==> src/rtl/mux_pkg.sv <==
`default_nettype none
// ============================================================================
//  Module   : mux_pkg
//  Purpose  : Shared constants and helpers for the N:1 round-robin channel mux
//  Revision : 1.0 - initial release
// ============================================================================
package mux_pkg;

    // Values of the mode input
    localparam logic MODE_SEL = 1'b0;   // explicit channel select
    localparam logic MODE_RR  = 1'b1;   // round-robin among valid channels

    // Ceiling log2, used to derive the channel-index width from NCH.
    // Returns 0 for n <= 1.
    function automatic int clog2(input int n);
        int r;
        r = 0;
        for (int i = 0; i < 31; i++) begin
            if ((1 << i) < n) begin
                r = i + 1;
            end
        end
        return r;
    endfunction

endpackage
`default_nettype wire

==> src/rtl/mux_nto1_rr_arbiter.sv <==
`default_nettype none
// ============================================================================
//  Module   : rr_arbiter
//  Purpose  : Round-robin arbiter. Searches the request vector starting at the
//             internal pointer and wrapping modulo NCH; owns the pointer.
//  Revision : 1.0 - initial release
// ============================================================================
module rr_arbiter #(
    parameter int NCH  = 4,
    parameter int SELW = 2
) (
    input  logic            clk,
    input  logic            rst,
    input  logic [NCH-1:0]  i_req,
    input  logic            i_enable,     // grant outputs forced low when 0
    input  logic            i_update,     // a channel was served this cycle
    input  logic [SELW-1:0] i_upd_idx,    // index of the channel just served
    output logic [NCH-1:0]  o_grant,
    output logic [SELW-1:0] o_grant_idx
);

    logic [SELW-1:0] r_ptr;
    logic            w_found;
    logic [SELW-1:0] w_idx;

    // (base + off) mod NCH, with base < NCH and off <= NCH
    function automatic logic [SELW-1:0] f_wrap(input logic [SELW-1:0] base,
                                               input int off);
        int t;
        t = int'(base) + off;
        if (t >= NCH) begin
            t = t - NCH;
        end
        return t[SELW-1:0];
    endfunction

    // Priority search: first requester at or after the pointer, wrapping
    always_comb begin
        w_found = 1'b0;
        w_idx   = '0;
        for (int off = 0; off < NCH; off++) begin
            if (!w_found && i_req[f_wrap(r_ptr, off)]) begin
                w_found = 1'b1;
                w_idx   = f_wrap(r_ptr, off);
            end
        end
    end

    // One-hot grant only when the arbiter is the active selection source
    always_comb begin
        o_grant     = '0;
        o_grant_idx = w_idx;
        if (i_enable && w_found) begin
            o_grant[w_idx] = 1'b1;
        end
    end

    // Pointer moves to the channel after the one just served
    always_ff @(posedge clk or posedge rst) begin
        if (rst) begin
            r_ptr <= '0;
        end else if (i_update) begin
            r_ptr <= f_wrap(i_upd_idx, 1);
        end
    end

endmodule
`default_nettype wire

==> src/rtl/mux_nto1_rr.sv <==
`default_nettype none
// ============================================================================
//  Module   : mux_nto1_rr
//  Purpose  : N-channel W-bit flow-controlled multiplexer with a single
//             registered output stage. Channel chosen by explicit select or by
//             round-robin among valid channels.
//  Revision : 1.0 - initial release
// ============================================================================
module mux_nto1_rr
    import mux_pkg::*;
#(
    parameter int WIDTH = 8,
    parameter int NCH   = 4,
    parameter int SELW  = 2     // must equal clog2(NCH)
) (
    input  logic                 clk,
    input  logic                 rst,
    input  logic                 mode,
    input  logic [SELW-1:0]      sel,
    input  logic [NCH*WIDTH-1:0] in_data,
    input  logic [NCH-1:0]       in_valid,
    output logic [NCH-1:0]       in_ready,
    output logic [WIDTH-1:0]     out,
    output logic                 out_valid,
    input  logic                 out_ready,
    output logic [SELW-1:0]      out_ch
);

    // Select indices can exceed NCH-1; pad the valid vector to cover them
    localparam int NSEL = 1 << SELW;

    logic [WIDTH-1:0] r_out;
    logic             r_out_valid;
    logic [SELW-1:0]  r_out_ch;

    logic [NSEL-1:0]  w_valid_pad;
    logic [NSEL-1:0]  w_sel_grant_pad;
    logic [NCH-1:0]   w_sel_grant;
    logic [NCH-1:0]   w_rr_grant;
    logic [SELW-1:0]  w_rr_idx;
    logic [NCH-1:0]   w_grant;
    logic [SELW-1:0]  w_idx;
    logic             w_load_en;
    logic             w_xfer;
    logic             w_rr_mode;
    logic [WIDTH-1:0] w_data;

    assign w_rr_mode = (mode == MODE_RR);

    // The output register can take a new word when empty or being drained
    assign w_load_en = !r_out_valid || out_ready;

    // Select-mode decode; out-of-range selects land on padded zero bits
    always_comb begin
        w_valid_pad            = '0;
        w_valid_pad[NCH-1:0]   = in_valid;
        w_sel_grant_pad        = '0;
        w_sel_grant_pad[sel]   = w_valid_pad[sel];
        w_sel_grant            = w_sel_grant_pad[NCH-1:0];
    end

    rr_arbiter #(
        .NCH  (NCH),
        .SELW (SELW)
    ) u_arb (
        .clk         (clk),
        .rst         (rst),
        .i_req       (in_valid),
        .i_enable    (w_rr_mode),
        .i_update    (w_rr_mode && w_xfer),
        .i_upd_idx   (w_idx),
        .o_grant     (w_rr_grant),
        .o_grant_idx (w_rr_idx)
    );

    // Choose the active grant source
    always_comb begin
        w_grant = w_sel_grant;
        w_idx   = sel;
        if (w_rr_mode) begin
            w_grant = w_rr_grant;
            w_idx   = w_rr_idx;
        end
    end

    // Ready only to the granted channel, and only when the output can load
    assign in_ready = w_grant & {NCH{w_load_en}};
    assign w_xfer   = |in_ready;

    // One-hot data selection from the granted channel
    always_comb begin
        w_data = '0;
        for (int k = 0; k < NCH; k++) begin
            if (w_grant[k]) begin
                w_data = in_data[k*WIDTH +: WIDTH];
            end
        end
    end

    // Output stage: load on input transfer, empty on drain without refill
    always_ff @(posedge clk or posedge rst) begin
        if (rst) begin
            r_out       <= '0;
            r_out_valid <= 1'b0;
            r_out_ch    <= '0;
        end else if (w_xfer) begin
            r_out       <= w_data;
            r_out_valid <= 1'b1;
            r_out_ch    <= w_idx;
        end else if (out_ready) begin
            r_out_valid <= 1'b0;
        end
    end

    assign out       = r_out;
    assign out_valid = r_out_valid;
    assign out_ch    = r_out_ch;

endmodule
`default_nettype wire

==> config.mk <==
export PLATFORM = sky130hd
export DESIGN_NAME = mux_nto1_rr
export DESIGN_NICKNAME = d
export VERILOG_FILES = /design/src/rtl/mux_pkg.sv /design/src/rtl/mux_nto1_rr_arbiter.sv /design/src/rtl/mux_nto1_rr.sv
export SDC_FILE = /design/constraint.sdc
export NUM_CORES = 1
export LEC_CHECK = 0
export ABC_AREA = 1
export CORE_MARGIN = 2
export CORE_UTILIZATION = 40
export CTS_CLUSTER_DIAMETER = 30
export DETAILED_ROUTE_END_ITERATION = 8
export PLACE_DENSITY = 0.8
export SYNTH_ARGS = -nofsm -noshare
export SYNTH_HDL_FRONTEND = slang
export SYNTH_SLANG_ARGS = --single-unit
==> constraint.sdc <==
create_clock -name clk -period 2.1 [get_ports clk]
set_input_delay 0.21 -clock clk [delete_from_list [all_inputs] [get_ports clk]]
set_output_delay 0.21 -clock clk [all_outputs]
set_load 0.005 [all_outputs]
==> results.cfg <==
[floorplan]
die_h_microns = 57.6
fp.dieW_microns = 57.6
fp-row-count = 19
start_util = 0.420
core_sq_um = 2730
io_pins = 57
die-area_sq_um = 3310

[global_route]
grt_max_degree = 14
grt_pass1_wl_microns = 7410
grt-ovfl-total = 0
grt_pass1_vias = 1648
antenna_found_initial = 0
track_usage = 0.288

[drt]
wl_per_cell_microns = 15.7
wirelength_microns = 5030
remaining_drc_errors = 0
first_pass_iters = 4
drtIter0Drc = 116
ant_nets = 0
vias = 1682
viasPerCell = 5.26

[logic_synthesis]
syn_inst = 195
ys_seq_area_frac = 0.284
synth_cell_types = 18
synth_area_sq_um = 1150
synth_warnings = 0
synth-compound-area-share = 0.0196
synth.top_cells.by_area = nand2_1, dfrtp_1, nand4_1
synth_top_area_cell = nand2_1
synth_top_family_by_area = simple AND/OR/NAND/NOR gates
synth-xor-area-share = 0.00763
synth.mux.area_fraction = 0
synth_top_area_share = 0.350
synth-seq-cells = 13
synth_adder_area_share = 0
synthesis.nets = 237
synth-simple-area-share = 0.591
avgSynthCellArea_sq_um = 5.88

[worst_setup_path]
critical_path_arrival_ns = 2.19
cp-end-kind = output pin
cpPeakStageDelay_ns = 0.41
criticalPathCategory = reg2out
crit_top_cell = nand2_2
slowest_stage = dfrtp_2
crit_buf_inv = 5
path_delay_family = simple AND/OR/NAND/NOR gates
critPathLaunchType = flop
crit_chain = buf_6 > clkinvlp_4 > nand2_2 > nand2_2 > nand2_2 > nand2_2 > nand4_1 > nand2_2 > nor2_4 > buf_6 > nand3_4 > nand2_4 > nand2_4 > inv_2 > buf_6
critPathMaxFanout = 4
required_ns = 1.89

[cells_and_area]
n_antenna_cell = 0
multi_input_area_sq_um = 926
fin_nets = 332
area_growth_pct = 99.3
fin_area_sq_um = 2290
register_area_sq_um = 327
post_route_cells_drive_above_1_share = 0.381
post-route-util = 0.837
num-fill-cells = 175

[clock_tree]
tritoncts = yes
clk_path_buf_depth = 2
clkTransAtPathRegs_ns = 0.09
cts.sinks = 13
cts_buffers = 3
hold_buffers = 0
root_buffer = clkbuf_4
clk-insertion-delay-late_ns = 0.29
cts.htree.levels = 1

[timing]
worstMarginPinSlew_ns = 0.516
final-setup-viol-count = 17
fin_crit_sh = 1.14
slew_violations = 0
tns_ns = -4.27
final.min_clock_period_ns = 2.40
worst_slack_ns = -0.300
slew-limit-headroom = 0.656
fmax_mhz = 417
hold_ws_ns = 0.245
skew_ns = 0.0127
rsz0062_at_grt = yes
finalHoldViolCount = 0

[place]
place_congestion = 0.903
numPortBuffers = 56
dp.final_hpwl_microns = 2820
place_ws_ns = -0.345
placed_cell_area_sq_um = 1880

[pwr]
ir_worst_vdd_uv = 1530
power.density_nw_per_um2 = 1620
p_leak_nw = 1.15

[run_status]
violations = setup timing
status = complete, but fails checks

[min_path]
hold_path.class = in2async

[flow_run]
drv_cap = 0
==> stage by stage <==
step | power (mW) | std cells
after floorplan | 1.64 | 195
after global placement | 2.37 | 299
after detailed placement | 2.39 | 299
after CTS | 3.17 | 318
after global routing | 3.93 | 320
final | 3.70 | 320
==> registers in the layout, summed over array words and instances, names as in the netlist <==
signal	flops
u_arb.r_ptr	2
out_ch	2
out	8
out_valid	1
==> kinds of logic after synthesis <==
logic type	Yosys count
flip-flops	13
buffers and inverters	24
AND/OR/NAND/NOR	153
AO/OA/AOI/OAI	4
XOR/XNOR	1
==> synth_stat cells <==
master	n
nand2_4	2
nand2_2	10
nand2_1	107
nand3_2	1
a21oi_1	1
dfrtp_1	13
nor2_1	6
nor2_4	1
nand4_1	11
inv_2	3
a21boi_1	1
o21ai_0	1
nor2_2	3
o21ai_1	1
xor2_1	1
buf_6	3
inv_1	18
nand3_1	12
==> cells in the final DEF, fill, tap and decap left out, types with 2 or more instances in the layout <==
master,Yosys,layout
nand3_1,12,4
clkdlybuf4s50_1,0,52
nor2_1,6,5
nand3_4,0,2
buf_4,0,24
nand4_1,11,11
inv_1,18,11
buf_6,3,11
inv_2,3,9
clkbuf_4,0,3
nand2_4,2,13
nand2_2,10,27
nor2_4,1,4
dfrtp_1,13,12
nand3_2,1,7
nand2_1,107,80
==> final cells by class <==
| cell class | count | area share |
|---|---|---|
| multi-input combinational | 159 | 0.405 |
| timing repair buffer | 91 | 0.383 |
| sequential | 13 | 0.143 |
| inverter | 21 | 0.0377 |
| tap | 31 | 0.0170 |
| clock buffer | 4 | 0.0115 |
| timing repair inverter | 1 | 0.00328 |
==> path summary, 6_finish.rpt <==
path	from	end	slack, ns	cells past startpoint
max	u_arb.r_ptr[0]$_DFFE_PP0P_	in_ready[0]	-0.30	15
min	rst	out[0]$_DFFE_PP0P_	0.25	2
max reg2reg	u_arb.r_ptr[0]$_DFFE_PP0P_	u_arb.r_ptr[0]$_DFFE_PP0P_	-0.30	19
min reg2reg	out[5]$_DFFE_PP0P_	out[5]$_DFFE_PP0P_	0.48	2
max in group asynchronous	rst	u_arb.r_ptr[0]$_DFFE_PP0P_	1.48	2
min in group clk	out[5]$_DFFE_PP0P_	out[5]$_DFFE_PP0P_	0.48	2
==> routing by layer <==
layer | vias up | track usage | part of all wire
met5 | - | 0 | 0
met4 | 0 | 0.0631 | 0.0083
met3 | 6 | 0.0567 | 0.073
met2 | 78 | 0.521 | 0.50
met1 | 806 | 0.352 | 0.41
li1 | 792 | - | -
==> power by group <==
group / internal [mW] / switching (mW) / total [mW]
clock: 0.0738 / 0.0925 / 0.166
sequential: 0.373 / 0.0750 / 0.448
combinational: 1.42 / 1.67 / 3.09
total: 1.86 / 1.84 / 3.70
==> timing repair <==
item                       CTS  global route
resized for setup           57            40
pin swaps                   32            26
gates cloned                 2             0
setup buffers               13             2
setup endpoints to repair   17            17
No activity file was read; power rests on OpenSTA's default activity.
